--- src/rtl/id_stage_if.sv ---
// Fetch-to-decode, write-back and ID/EX output bundle for id_stage.
// slave: decode stage side; master: fetch/write-back/execute side.
interface id_stage_if #(
  parameter int DATA_W     = 32,
  parameter int REG_ADDR_W = 5
);
  logic                  in_valid;
  logic                  in_ready;
  logic [31:0]           instr_in;
  logic                  wb_en;
  logic [REG_ADDR_W-1:0] wb_addr;
  logic [DATA_W-1:0]     wb_data;
  logic                  out_valid;
  logic                  out_ready;
  logic [8:0]            ctrl_out;
  logic [DATA_W-1:0]     rs_data;
  logic [DATA_W-1:0]     rt_data;
  logic [DATA_W-1:0]     imm_ext;
  logic [REG_ADDR_W-1:0] rs_addr;
  logic [REG_ADDR_W-1:0] rt_addr;
  logic [REG_ADDR_W-1:0] rd_addr;
  logic [5:0]            funct_out;
  logic                  illegal;

  modport slave (
    input  in_valid, instr_in,
    input  wb_en, wb_addr, wb_data,
    input  out_ready,
    output in_ready, out_valid,
    output ctrl_out, rs_data, rt_data,
    output imm_ext, rs_addr, rt_addr,
    output rd_addr, funct_out, illegal
  );

  modport master (
    output in_valid, instr_in,
    output wb_en, wb_addr, wb_data,
    output out_ready,
    input  in_ready, out_valid,
    input  ctrl_out, rs_data, rt_data,
    input  imm_ext, rs_addr, rt_addr,
    input  rd_addr, funct_out, illegal
  );
endinterface

--- src/rtl/id_stage.sv ---
// MIPS decode stage: control decode, register file, load-use stall and
// registered ID/EX output. Ports: clk, rst, io (id_stage_if.slave).
// Optional macro ID_WB_BYPASS_EN forwards same-cycle write-back data.
module id_stage #(
  parameter int DATA_W     = 32,
  parameter int REG_ADDR_W = 5
) (
  input  logic       clk,
  input  logic       rst,
  id_stage_if.slave  io
);
  localparam int NREG = 1 << REG_ADDR_W;

  logic [DATA_W-1:0] rf_q [NREG];

  logic [5:0]            op;
  logic [5:0]            fn;
  logic [4:0]            rs5, rt5, rd5;
  logic [REG_ADDR_W-1:0] rs_a, rt_a, rd_a;
  logic [DATA_W-1:0]     imm_d;
  logic [DATA_W-1:0]     rs_d, rt_d;
  logic [8:0]            ctrl_d;
  logic                  ill_d;
  logic                  rd_rt;
  logic                  is_r, is_lw, is_sw, is_beq;
  logic                  hazard;
  logic                  accept;
  logic                  unused_shamt;

  logic                  out_valid_q;
  logic [8:0]            ctrl_q;
  logic [DATA_W-1:0]     rs_q, rt_q_data, imm_q;
  logic [REG_ADDR_W-1:0] rs_q_addr, rt_q_addr, rd_q_addr;
  logic [5:0]            fn_q;
  logic                  ill_q;

  assign op  = io.instr_in[31:26];
  assign fn  = io.instr_in[5:0];
  assign rs5 = io.instr_in[25:21];
  assign rt5 = io.instr_in[20:16];
  assign rd5 = io.instr_in[15:11];
  assign rs_a = rs5[REG_ADDR_W-1:0];
  assign rt_a = rt5[REG_ADDR_W-1:0];
  assign rd_a = rd5[REG_ADDR_W-1:0];
  assign unused_shamt = ^io.instr_in[10:6];

  assign imm_d = {{(DATA_W-16){io.instr_in[15]}},
                  io.instr_in[15:0]};

  assign is_r = (op == 6'h00) &&
                (fn == 6'h20 || fn == 6'h22 ||
                 fn == 6'h24 || fn == 6'h25 ||
                 fn == 6'h2A);
  assign is_lw  = (op == 6'h23);
  assign is_sw  = (op == 6'h2B);
  assign is_beq = (op == 6'h04);

  always_comb begin
    ctrl_d = 9'h000;
    ill_d  = 1'b0;
    rd_rt  = 1'b0;
    unique case (1'b1)
      is_r: begin
        ctrl_d = 9'h122;
        rd_rt  = 1'b1;
      end
      is_lw:  ctrl_d = 9'h0F0;
      is_sw: begin
        ctrl_d = 9'h088;
        rd_rt  = 1'b1;
      end
      is_beq: begin
        ctrl_d = 9'h005;
        rd_rt  = 1'b1;
      end
      default: ill_d = 1'b1;
    endcase
  end

`ifdef ID_WB_BYPASS_EN
  always_comb begin
    rs_d = rf_q[rs_a];
    rt_d = rf_q[rt_a];
    if (io.wb_en && io.wb_addr == rs_a && rs_a != '0)
      rs_d = io.wb_data;
    if (io.wb_en && io.wb_addr == rt_a && rt_a != '0)
      rt_d = io.wb_data;
  end
`else
  assign rs_d = rf_q[rs_a];
  assign rt_d = rf_q[rt_a];
`endif

  // Load in ID/EX whose destination the incoming instruction sources.
  assign hazard = out_valid_q && ctrl_q[4] &&
                  (rt_q_addr != '0) &&
                  ((!ill_d && rs_a == rt_q_addr) ||
                   (rd_rt && rt_a == rt_q_addr));

  assign io.in_ready = (!out_valid_q || io.out_ready) && !hazard;
  assign accept = io.in_valid && io.in_ready;

  always_ff @(posedge clk or posedge rst) begin
    if (rst) begin
      for (int i = 0; i < NREG; i++)
        rf_q[i] <= '0;
    end else if (io.wb_en && io.wb_addr != '0) begin
      rf_q[io.wb_addr] <= io.wb_data;
    end
  end

  always_ff @(posedge clk or posedge rst) begin
    if (rst) begin
      out_valid_q <= 1'b0;
      ctrl_q      <= '0;
      rs_q        <= '0;
      rt_q_data   <= '0;
      imm_q       <= '0;
      rs_q_addr   <= '0;
      rt_q_addr   <= '0;
      rd_q_addr   <= '0;
      fn_q        <= '0;
      ill_q       <= 1'b0;
    end else if (accept) begin
      out_valid_q <= 1'b1;
      ctrl_q      <= ctrl_d;
      rs_q        <= rs_d;
      rt_q_data   <= rt_d;
      imm_q       <= imm_d;
      rs_q_addr   <= rs_a;
      rt_q_addr   <= rt_a;
      rd_q_addr   <= rd_a;
      fn_q        <= fn;
      ill_q       <= ill_d;
    end else if (io.out_ready) begin
      out_valid_q <= 1'b0;
    end
  end

  assign io.out_valid = out_valid_q;
  assign io.ctrl_out  = ctrl_q;
  assign io.rs_data   = rs_q;
  assign io.rt_data   = rt_q_data;
  assign io.imm_ext   = imm_q;
  assign io.rs_addr   = rs_q_addr;
  assign io.rt_addr   = rt_q_addr;
  assign io.rd_addr   = rd_q_addr;
  assign io.funct_out = fn_q;
  assign io.illegal   = ill_q;
endmodule

--- src/flat_wrapper.sv ---
// flat-port wrapper written by rule: the top's interface ports become plain ports
module id_stage_flat 
#(
  parameter int DATA_W     = 32,
  parameter int REG_ADDR_W = 5
)
  (clk, rst, io_in_valid, io_instr_in, io_wb_en, io_wb_addr, io_wb_data, io_out_ready, io_in_ready, io_out_valid, io_ctrl_out, io_rs_data, io_rt_data, io_imm_ext, io_rs_addr, io_rt_addr, io_rd_addr, io_funct_out, io_illegal);
  id_stage_if #(.DATA_W(DATA_W), .REG_ADDR_W(REG_ADDR_W)) io_i ();
  input  logic clk;
  input  logic rst;
  input wire logic [$bits(io_i.in_valid)-1:0] io_in_valid;
  input wire logic [$bits(io_i.instr_in)-1:0] io_instr_in;
  input wire logic [$bits(io_i.wb_en)-1:0] io_wb_en;
  input wire logic [$bits(io_i.wb_addr)-1:0] io_wb_addr;
  input wire logic [$bits(io_i.wb_data)-1:0] io_wb_data;
  input wire logic [$bits(io_i.out_ready)-1:0] io_out_ready;
  output wire logic [$bits(io_i.in_ready)-1:0] io_in_ready;
  output wire logic [$bits(io_i.out_valid)-1:0] io_out_valid;
  output wire logic [$bits(io_i.ctrl_out)-1:0] io_ctrl_out;
  output wire logic [$bits(io_i.rs_data)-1:0] io_rs_data;
  output wire logic [$bits(io_i.rt_data)-1:0] io_rt_data;
  output wire logic [$bits(io_i.imm_ext)-1:0] io_imm_ext;
  output wire logic [$bits(io_i.rs_addr)-1:0] io_rs_addr;
  output wire logic [$bits(io_i.rt_addr)-1:0] io_rt_addr;
  output wire logic [$bits(io_i.rd_addr)-1:0] io_rd_addr;
  output wire logic [$bits(io_i.funct_out)-1:0] io_funct_out;
  output wire logic [$bits(io_i.illegal)-1:0] io_illegal;
  assign io_i.in_valid = io_in_valid;
  assign io_i.instr_in = io_instr_in;
  assign io_i.wb_en = io_wb_en;
  assign io_i.wb_addr = io_wb_addr;
  assign io_i.wb_data = io_wb_data;
  assign io_i.out_ready = io_out_ready;
  assign io_in_ready = io_i.in_ready;
  assign io_out_valid = io_i.out_valid;
  assign io_ctrl_out = io_i.ctrl_out;
  assign io_rs_data = io_i.rs_data;
  assign io_rt_data = io_i.rt_data;
  assign io_imm_ext = io_i.imm_ext;
  assign io_rs_addr = io_i.rs_addr;
  assign io_rt_addr = io_i.rt_addr;
  assign io_rd_addr = io_i.rd_addr;
  assign io_funct_out = io_i.funct_out;
  assign io_illegal = io_i.illegal;
  id_stage #(.DATA_W(DATA_W), .REG_ADDR_W(REG_ADDR_W)) u_core (.clk(clk), .rst(rst), .io(io_i));
endmodule
--- config.mk ---
export PLATFORM = sky130hd
export DESIGN_NAME = id_stage_flat
export DESIGN_NICKNAME = d
export VERILOG_FILES = /design/src/rtl/id_stage_if.sv /design/src/rtl/id_stage.sv /design/src/flat_wrapper.sv
export SDC_FILE = /design/constraint.sdc
export NUM_CORES = 2
export LEC_CHECK = 0
export CORE_MARGIN = 1.5
export CORE_UTILIZATION = 56
export CTS_CLUSTER_SIZE = 28
export DETAILED_ROUTE_END_ITERATION = 10
export PLACE_DENSITY = 0.77
export SETUP_SLACK_MARGIN = 0.15
export SLEW_MARGIN = 20
export SYNTH_ARGS = -nofsm -noshare
export SYNTH_HDL_FRONTEND = slang
export SYNTH_SLANG_ARGS = --single-unit
--- constraint.sdc ---
create_clock -name clk -period 37.3 [get_ports clk]
set_input_delay 3.73 -clock clk [delete_from_list [all_inputs] [get_ports clk]]
set_output_delay 3.73 -clock clk [all_outputs]
set_load 0.02 [all_outputs]
==> results.md <==
* Clock slew at reported path FFs at approximately 60 ps
* Seq cells post-synth at approximately 1,100
* Die Wd at roughly 330 µm
* Crit-path leading delay family: buffers and inverters
* Final worst path period need at ~9700 ps
* Number of global-route vias before repair at about 39,000
* Crit path max fanout at 2
* RSZ-0062 raised after global routing: no
* Clock Latency Late Sink at between 700 and 800 ps
* Num rows at around 120
* Resized Gates After CTS at 0
* Core area at about 100,000 µm²
* Root Driver: clkbuf_16
* RD Place Congestion at 0.828
* DR WL/cell at around 32 µm
* Syn nets at roughly 4,000
* Crit end category: primary output
* CP startpoint kind: primary input
* P&R area growth vs syn at 11.5%
* Largest net degree at the start of global routing at between 100 and 150
* DR vias at ~38,000
* Postcts setup bufs at 0
* Fillers at 7,494
* Hold Crit Class: flip-flop to flip-flop
* Total GRT Usage at between 30 and 40%
* # hold bufs at CTS at 0
* DR vias/cell at 7.01
* Sequential share of the synthesized area at about 48%
* Max Clock Skew at roughly 18 ps
* Maxcap violations at 0
* Setup Crit Path Kind: primary input to primary output
* Fraction of layout cells with a size suffix above 1 at 50.0%
* Final net count at around 4,000
* Final Power at approximately 3.7 mW
* Initial antenna violation count at 7
* YS warnings at 0
* Worst Tran Pin Value at 1210 ps
* CP max-delay cell: clkdlybuf4s50_1
* Initial Utilization at 56.8%
* CP required at 33,570 ps
* I/O pins at approximately 200
* Max IR drop VDD at ~0.044 mV
* Final max-slew violation count at 0
* CP peak stage delay at between 500 and 600 ps
* Detail Placement HPWL at between 90,000 and 100,000 µm
* Syn Inst Count at ~4,000
* Post-synth cell types at 47
* Power Dens Cells at 56.2 nW/µm²
* Routed wire length at approximately 180,000 µm
* Ys flop type: dfrtp_1
* Avg Cell Area, Syn at between 10 and 15 µm²
* Starting DRT DRC Count at slightly above 4,000
* Final setup vio count at 0
* Die Y at 328 µm
* CTS tree: built
* Crit path DAT at between 6000 and 7000 ps
* First-pass GRT wire length at 260,000 µm
* Final Hold Fails at 0
* Status: finished, final reports clean
* Period utilization at between 20% and 30%
* EDFF count, synth at 0
* Clock Path Buffers at 3
* Buffers on Ports at ~200
* Post-route ant nets at 0
* Die area at about 110,000 µm²
* Clock sinks at between 1,000 and 1,500
* Slew HR at a little under a fifth
* CP bufs+invs at 2
* Total gr overflow at 0
* DR pass1 iterations at 6
* TNS Setup at 0 ps
* Synthesized cell area at 59,000 µm²
* Cell breakdown of the critical path: clkdlybuf4s50_1 -> mux2i_1 -> a41oi_1 -> o21ai_1 -> o2111ai_1 -> a21oi_1 -> a21oi_1 -> clkdlybuf4s50_1
* P_leak at approximately 28 nW
* Post-route DRC at 0
* Asr flop ratio synth at 100%
* Max Fclk at approximately 0.10 GHz
* Num CTS Buffers at 117
* H-tree lvl count at 3
==> per-layer routing <==
metal | GRT usage, % | vias up | share of wire (%) | wire length, µm
met5 | 0 | - | 0.041 | 72
met3 | 8.62 | 472 | 10 | 18200
met2 | 51.0 | 2104 | 46 | 81400
met4 | 14.5 | 8 | 4.7 | 8300
met1 | 44.6 | 20260 | 38 | 67400
li1 | - | 15126 | - | -
==> cell usage in the layout (no fill, tap or decap), drive strengths merged, types with 66 or more instances in the layout <==
cell,n
nand2,191
clkdlybuf4s50,191
mux2,1167
or3,101
dfrtp,1122
o211ai,74
clkbuf,175
mux4,509
nor2,66
buf,97
==> metrics by stage <==
stage          setup slack (ps)  util [%]  cell area [µm²]  instances  hold slack [ps]
6_report                  27560      63.3            65800       5419              394
5_1_grt                   27460      63.3            65800       5418              403
4_1_cts                   27550      63.3            65800       5417              397
2_1_floorplan              1970         -            59000       3990              441
3_5_place_dp              27560      59.3            61700       5202              382
3_3_place_gp              27580      59.3            61700       5202              376
==> where the power goes <==
part / total [mW] / internal, mW / switching (mW)
registers: 1.63 / 1.45 / 0.173
clock network: 1.26 / 0.760 / 0.497
logic: 0.815 / 0.475 / 0.340
==> cell usage after synthesis, drive strengths merged (3+ instances only) <==
library cell,count,area (µm²)
xor2,5,43.8
xnor2,5,43.8
o22ai,23,144
a21oi,17,85.1
nor2,66,248
clkbuf,268,1010
nand4,20,125
nor3b,4,30.0
mux4,509,11500
buf,188,1030
a22oi,3,22.5
a31oi,20,125
or3,101,632
inv,34,128
mux2,1167,13100
nand3,3,15.0
nor3,4,20.0
mux2i,49,490
nand2,191,717
a31o,26,228
dfrtp,1122,28100
o2111ai,32,280
nand3b,4,30.0
o211ai,74,556
o21ai,31,155
==> cell type report <==
| cell class | count | area [µm²] | area share (%) |
|---|---|---|---|
| Clock inverter | 40 | 609 | 0.926 |
| Tap cell | 1380 | 1730 | 2.62 |
| Clock buffer | 175 | 3530 | 5.37 |
| Multi-Input combinational cell | 2376 | 29000 | 44.1 |
| Timing Repair Buffer | 288 | 2690 | 4.09 |
| Antenna cell | 2 | 5.00 | 0.00761 |
| Inverter | 36 | 150 | 0.228 |
| Sequential cell | 1122 | 28100 | 42.7 |
==> logic make-up after synthesis <==
| family | after synthesis | synth area share (%) |
|---|---|---|
| mux | 1725 | 42.5 |
| flops | 1122 | 47.6 |
| buf+inv | 492 | 3.69 |
| simple gates | 403 | 3.19 |
| compound gates | 238 | 2.87 |
| xor+xnor | 10 | 0.148 |
==> sequential cells by signal, summed over array words and instances, names as in the netlist <==
register             flops
u_core.io.funct_out      5
u_core.io.rd_addr        5
u_core.io.rt_addr        5
u_core.io.rt_data       32
u_core.io.illegal        1
u_core.io.imm_ext        6
u_core.io.rs_addr        5
u_core.io.rs_data       32
u_core.io.ctrl_out       6
u_core.rf_q           1024
u_core.io.out_valid      1
==> final timing paths <==
check	start	to	slack (ps)	depth (start not counted)
worst max register to register	u_core.io.rt_addr[2]$_DFFE_PP0P_	u_core.io.rs_data[18]$_DFFE_PP0P_	34500	6
max in group asynchronous	rst	u_core.rf_q[72]$_DFFE_PP0P_	29720	6
worst min register to register	u_core.rf_q[1000]$_DFFE_PP0P_	u_core.rf_q[1000]$_DFFE_PP0P_	390	0
min in group asynchronous	rst	u_core.rf_q[505]$_DFFE_PP0P_	3590	2
worst max-delay path	io_instr_in[2]	io_in_ready	27560	8
worst min-delay path	u_core.rf_q[1000]$_DFFE_PP0P_	u_core.rf_q[1000]$_DFFE_PP0P_	390	0
Power figures use the tool's default switching activity.
